==> src/rtl/id_stage_pipe.sv <==
// id_stage_pipe: RV32I decode feeding an ID/EX register with load-use interlock and saturating stall counter
module id_stage_pipe #(
  parameter int INST_WIDTH = 32,
  parameter int INST_ADDR_WIDTH = 32,
  parameter int DATA_WIDTH = 32,
  parameter int STALL_CNT_WIDTH = 16,
  parameter int HAZARD_EN = 1
) (
  input  logic                       clk,
  input  logic                       rst,
  input  logic                       valid_in,
  output logic                       ready_out,
  input  logic [INST_WIDTH-1:0]      inst_in,
  input  logic [INST_ADDR_WIDTH-1:0] pc_in,
  input  logic [INST_ADDR_WIDTH-1:0] pc_plus_4_in,
  input  logic                       flush,
  input  logic                       ready_in,
  output logic                       valid_out,
  output logic [INST_ADDR_WIDTH-1:0] pc_ex,
  output logic [INST_ADDR_WIDTH-1:0] pc_plus_4_ex,
  output logic [4:0]                 rs1_ex,
  output logic [4:0]                 rs2_ex,
  output logic [4:0]                 rd_ex,
  output logic [DATA_WIDTH-1:0]      imm_ex,
  output logic                       reg_write_ex,
  output logic                       mem_write_ex,
  output logic                       uncond_jump_ex,
  output logic                       branch_ex,
  output logic                       pc_jal_sel_ex,
  output logic [1:0]                 result_sel_ex,
  output logic [1:0]                 alu_sel_0_ex,
  output logic [1:0]                 alu_sel_1_ex,
  output logic [3:0]                 alu_ctrl_ex,
  output logic                       illegal_ex,
  output logic [STALL_CNT_WIDTH-1:0] stall_count
);
  typedef struct packed {
    logic [INST_ADDR_WIDTH-1:0] pc;
    logic [INST_ADDR_WIDTH-1:0] pc_plus_4;
    logic [4:0]                 rs1;
    logic [4:0]                 rs2;
    logic [4:0]                 rd;
    logic [DATA_WIDTH-1:0]      imm;
    logic                       reg_write;
    logic                       mem_write;
    logic                       uncond_jump;
    logic                       branch;
    logic                       pc_jal_sel;
    logic [1:0]                 result_sel;
    logic [1:0]                 alu_sel_0;
    logic [1:0]                 alu_sel_1;
    logic [3:0]                 alu_ctrl;
    logic                       illegal;
  } ex_t;
  ex_t dec, ex_q;
  logic [31:0] inst, imm32;
  logic [6:0] op;
  logic is_r, is_i, is_ld, is_st, is_br, is_jal, is_jalr, is_lui, is_auipc, legal;
  logic use_rs2, use_rs1, advance, hazard, load, dep;
  assign inst = inst_in[31:0];
  assign op = inst[6:0];
  assign is_r = op == 7'b0110011;
  assign is_i = op == 7'b0010011;
  assign is_ld = op == 7'b0000011;
  assign is_st = op == 7'b0100011;
  assign is_br = op == 7'b1100011;
  assign is_jal = op == 7'b1101111;
  assign is_jalr = op == 7'b1100111;
  assign is_lui = op == 7'b0110111;
  assign is_auipc = op == 7'b0010111;
  assign legal = is_r || is_i || is_ld || is_st || is_br || is_jal || is_jalr || is_lui || is_auipc;
  assign use_rs2 = is_r || is_st || is_br;
  assign use_rs1 = use_rs2 || is_i || is_ld || is_jalr;
  assign imm32 = (is_i || is_ld || is_jalr) ? {{20{inst[31]}}, inst[31:20]} :
                 is_st ? {{20{inst[31]}}, inst[31:25], inst[11:7]} :
                 is_br ? {{19{inst[31]}}, inst[31], inst[7], inst[30:25], inst[11:8], 1'b0} :
                 (is_lui || is_auipc) ? {inst[31:12], 12'b0} :
                 is_jal ? {{11{inst[31]}}, inst[31], inst[19:12], inst[20], inst[30:21], 1'b0} : 32'b0;
  always_comb begin
    dec = '0;
    dec.pc = pc_in;
    dec.pc_plus_4 = pc_plus_4_in;
    dec.rs1 = inst[19:15];
    dec.rs2 = inst[24:20];
    dec.rd = inst[11:7];
    dec.imm = DATA_WIDTH'($signed(imm32));
    dec.reg_write = legal && !is_st && !is_br;
    dec.mem_write = is_st;
    dec.uncond_jump = is_jal || is_jalr;
    dec.branch = is_br;
    dec.pc_jal_sel = is_jalr;
    dec.result_sel = is_ld ? 2'b01 : (is_jal || is_jalr) ? 2'b10 : 2'b00;
    dec.alu_sel_0 = is_lui ? 2'b10 : (is_auipc || is_jal) ? 2'b01 : 2'b00;
    dec.alu_sel_1 = {1'b0, legal && !is_r && !is_br};
    dec.alu_ctrl = (is_r || (is_i && inst[14:12] == 3'b101)) ? {inst[30], inst[14:12]} :
                   is_i ? {1'b0, inst[14:12]} : 4'b0000;
    dec.illegal = !legal;
  end
  assign advance = !valid_out || ready_in;
  assign dep = (use_rs1 && ex_q.rd == inst[19:15]) || (use_rs2 && ex_q.rd == inst[24:20]);
  assign hazard = HAZARD_EN != 0 && valid_in && valid_out && ex_q.result_sel == 2'b01 && ex_q.rd != 5'd0 && dep;
  assign ready_out = flush || (advance && !hazard);
  assign load = !flush && advance && !hazard && valid_in;
  always_ff @(posedge clk or posedge rst) begin
    if (rst) begin
      ex_q <= '0;
      valid_out <= 1'b0;
      stall_count <= '0;
    end else if (flush || advance) begin
      ex_q <= load ? dec : '0;
      valid_out <= load;
      if (!flush && hazard && stall_count != '1) stall_count <= stall_count + 1'b1;
    end
  end
  assign pc_ex = ex_q.pc;
  assign pc_plus_4_ex = ex_q.pc_plus_4;
  assign rs1_ex = ex_q.rs1;
  assign rs2_ex = ex_q.rs2;
  assign rd_ex = ex_q.rd;
  assign imm_ex = ex_q.imm;
  assign reg_write_ex = ex_q.reg_write;
  assign mem_write_ex = ex_q.mem_write;
  assign uncond_jump_ex = ex_q.uncond_jump;
  assign branch_ex = ex_q.branch;
  assign pc_jal_sel_ex = ex_q.pc_jal_sel;
  assign result_sel_ex = ex_q.result_sel;
  assign alu_sel_0_ex = ex_q.alu_sel_0;
  assign alu_sel_1_ex = ex_q.alu_sel_1;
  assign alu_ctrl_ex = ex_q.alu_ctrl;
  assign illegal_ex = ex_q.illegal;
endmodule
==> config.mk <==
export PLATFORM = sky130hd
export DESIGN_NAME = id_stage_pipe
export DESIGN_NICKNAME = d
export VERILOG_FILES = /design/src/rtl/id_stage_pipe.sv
export SDC_FILE = /design/constraint.sdc
export NUM_CORES = 1
export LEC_CHECK = 0
export BUFFER_PORTS_ARGS = -buffer_cell sky130_fd_sc_hd__buf_2
export CORE_MARGIN = 10
export CORE_UTILIZATION = 38
export CTS_CLUSTER_DIAMETER = 30
export CTS_CLUSTER_SIZE = 25
export DETAILED_ROUTE_END_ITERATION = 8
export PLACE_DENSITY = 0.65
export SLEW_MARGIN = 20
export SYNTH_ARGS = -nofsm -noshare
export SYNTH_HDL_FRONTEND = slang
export SYNTH_SLANG_ARGS = --single-unit
==> constraint.sdc <==
create_clock -name clk -period 5.17 [get_ports clk]
set_input_delay 0.7755 -clock clk [delete_from_list [all_inputs] [get_ports clk]]
set_output_delay 0.7755 -clock clk [all_outputs]
set_load 0.02 [all_outputs]
==> run metrics <==
outcome finished clean; Pint 2.07 mW; main combinational cell family by area after synthesis compound AO/OA/AOI/OAI gates; DR pass1 iterations 5; hold path depth 2; busiest metal layer after global routing met2; number of max-cap violations 0; Arr. time, crit path 2500 ps; Hold Slack roughly 480 ps; Worst VDD drop between 0.2 and 0.25 mV; clk buf depth 2; critical-path maximum fanout 13; hold_buf cts 0; Worst-Skew Late Latency 420 ps; post-cts resize count 0; full die area 21200 µm²; Worst Skew a little over 7 ps; Net Switching 0.672 mW; CTS tree done; Hold Vio Cnt, Final 0; area fraction in compound gates after synthesis a little over a fifth; switching portion of total power 24.5%; routed len/inst approximately 21 µm; Final nets 841; GRT Total Usage 18.4%; num ports 246; grt met2 use 28.8%; Core Util, Final 52.1%; number of synthesis warnings 0; starting density of the core 39.2%; placed wire-length estimate ~15 mm; asr flop ratio synth 100%; Yosys reg bits 143; first-iteration detailed-routing DRC count 301; Reg clk slew, reported paths ~60 ps; total gr overflow 0; Core Area 15300 µm²; Area Overhead vs Synth 32.8%; pin count of the biggest net entering global routing between 90 and 100; layout cells sized above 1 38.4%; mux share of post-synthesis cell area 1.02%; ANT nets after route 0; global-route wire length before repair about 31 mm; total power around 2.7 mW; Seq/Total Area, Yosys 59.6%; antenna cells 0; RSZ-0062 raised after global routing false; cts bufs inserted 17; site row count 45; met1 global-route usage a little under a quarter; Leak Pwr 4.29 nW; Fmax 305 MHz; type of origin of the critical path primary input; Final Max Slew Viols 0; WP data required 4390 ps; Post-Syn Area per Cell 11.7 µm²; Die W around 150 µm; vias in the first global route 5230; Main synth FF type dfrtp_1; P per Cell Area 344 nW/µm²; vias per cell between 5 and 6; Die Y about 150 µm; unique cell type count in the Yosys netlist 46; sequential power share around 43%; # setup viols final 0; Sink Count 143; Mapped Cells slightly above 500; Period minus WS final 3280 ps; syn nets between 600 and 700; critical path class primary input to primary output; clock network power share 48.3%; Crit. End Element primary output; final period utilization 63.4%; Via Count 5179; Post-route DRC 0; fin area 7970 µm²; DRT Wirelength roughly 20 mm; Cell Area, Placed 7330 µm²; relative max-transition margin 30.3%; htree depth 4; Synth Area in Simple Gates between 10% and 20%; routability cong. 0.887; FF-to-FF path depth 5; CTS root buf clkbuf_16; Comb pwr share 9.0%; adder-cell share of the synthesized area less than 1%; postcts setup bufs 0; Tightest Hold Check Type register to register; Least-Margin Pin Slew about 1000 ps; IO buf count 244; initial antenna violation count 1; GR Util met3 6.77%; Fin Setup TNS 0 ps; Post-synth EDFFs 0; Synth Area in XOR/XNOR under 10%; mapped cell area 6000 µm²
-- cells in the mapped netlist (6+ instances only) --
cell,instances,area share [%]
nand2_1,40,2.5
nand3_1,14,1.2
buf_6,7,1.3
clkbuf_1,25,1.6
nor2_1,26,1.6
a21oi_1,14,1.2
dfrtp_1,143,60
o21ai_0,40,3.3
nand4_1,6,0.63
a22o_1,98,14
nor3_1,9,0.75
xnor2_1,9,1.3
nor4_1,7,0.73
xor2_1,17,2.5
-- metrics by stage --
stage	cells	setup slack [ps]
floorplan	511	557
global placement	931	1890
detailed placement	931	1790
CTS	963	1910
global route	963	1780
finish	963	1890
-- critical path, cell delays in order --
cell	delay (ps)
buf_2	170
and4bb_1	490
nand2_2	110
a2111oi_4	400
o21ai_0	190
a21o_1	210
buf_2	150
-- kinds of logic after synthesis --
group / Yosys count
compound gates: 167
fa+ha+maj: 1
xor+xnor: 26
flops: 143
buf+inv: 42
other cells: 1
simple gates: 125
mux: 6
-- path summary, 6_finish.rpt --
kind | slack, ps | end | startpoint
worst max register to register | 2440 | pc_plus_4_ex[28]$_DFFE_PP0P_ | rd_ex[1]$_DFFE_PP0P_
min in group asynchronous | 540 | pc_ex[4]$_DFFE_PP0P_ | rst
max in group asynchronous | 3460 | pc_plus_4_ex[12]$_DFFE_PP0P_ | rst
worst min-delay path | 480 | imm_ex[12]$_DFFE_PP0P_ | imm_ex[12]$_DFFE_PP0P_
worst max-delay path | 1890 | ready_out | inst_in[2]
worst min register to register | 480 | imm_ex[12]$_DFFE_PP0P_ | imm_ex[12]$_DFFE_PP0P_
-- layout make-up --
cell class | count | area (µm²)
multi-input combinational | 326 | 2210
clock inverter | 14 | 204
tap | 211 | 264
inverter | 5 | 23.8
fill | 1418 | 7340
clock buffer | 18 | 439
sequential | 143 | 3580
timing repair buffer | 246 | 1250
-- power by group through the flow --
stage                     Sequential, mW  Clock [mW]  Combinational [mW]
final                               1.17        1.32               0.247
after global placement              1.19           0               0.246
after global routing                1.17        1.40               0.270
after floorplan                     1.23           0               0.101
after detailed placement            1.19           0               0.249
after CTS                           1.17        1.35               0.251
-- registers in the layout (all words and copies together) (netlist names), 2 cells and up --
register,cells
imm_ex,32
pc_ex,32
pc_plus_4_ex,32
stall_count,16
rd_ex,5
rs1_ex,5
rs2_ex,5
alu_ctrl_ex,4
alu_sel_0_ex,2
result_sel_ex,2
-- layer usage --
layer  up-vias  share of wire (%)
met5         -              0.065
met4         2                1.0
met3        18                8.8
met2       253                 47
met1      2555                 43
li1       2351                  -
-- cell usage in the layout, fill, tap and decap left out, drive strengths merged, types with 2 or more instances in the layout --
master / n
buf: 246
dfrtp: 143
a22o: 98
nand2: 41
o21ai: 40
nor2: 26
clkbuf: 18
xor2: 17
nand3: 14
a21oi: 14
inv: 10
xnor2: 9
nor3: 9
nor4: 7
nand4: 6
mux2i: 5
a32o: 4
bufinv: 4
and2: 4
nor2b: 3
or2: 3
a21o: 3
clkinv: 3
nand2b: 2
and3: 2
clkinvlp: 2
a2111oi: 2
o2111ai: 2
No activity file was read; power rests on OpenSTA's default activity.
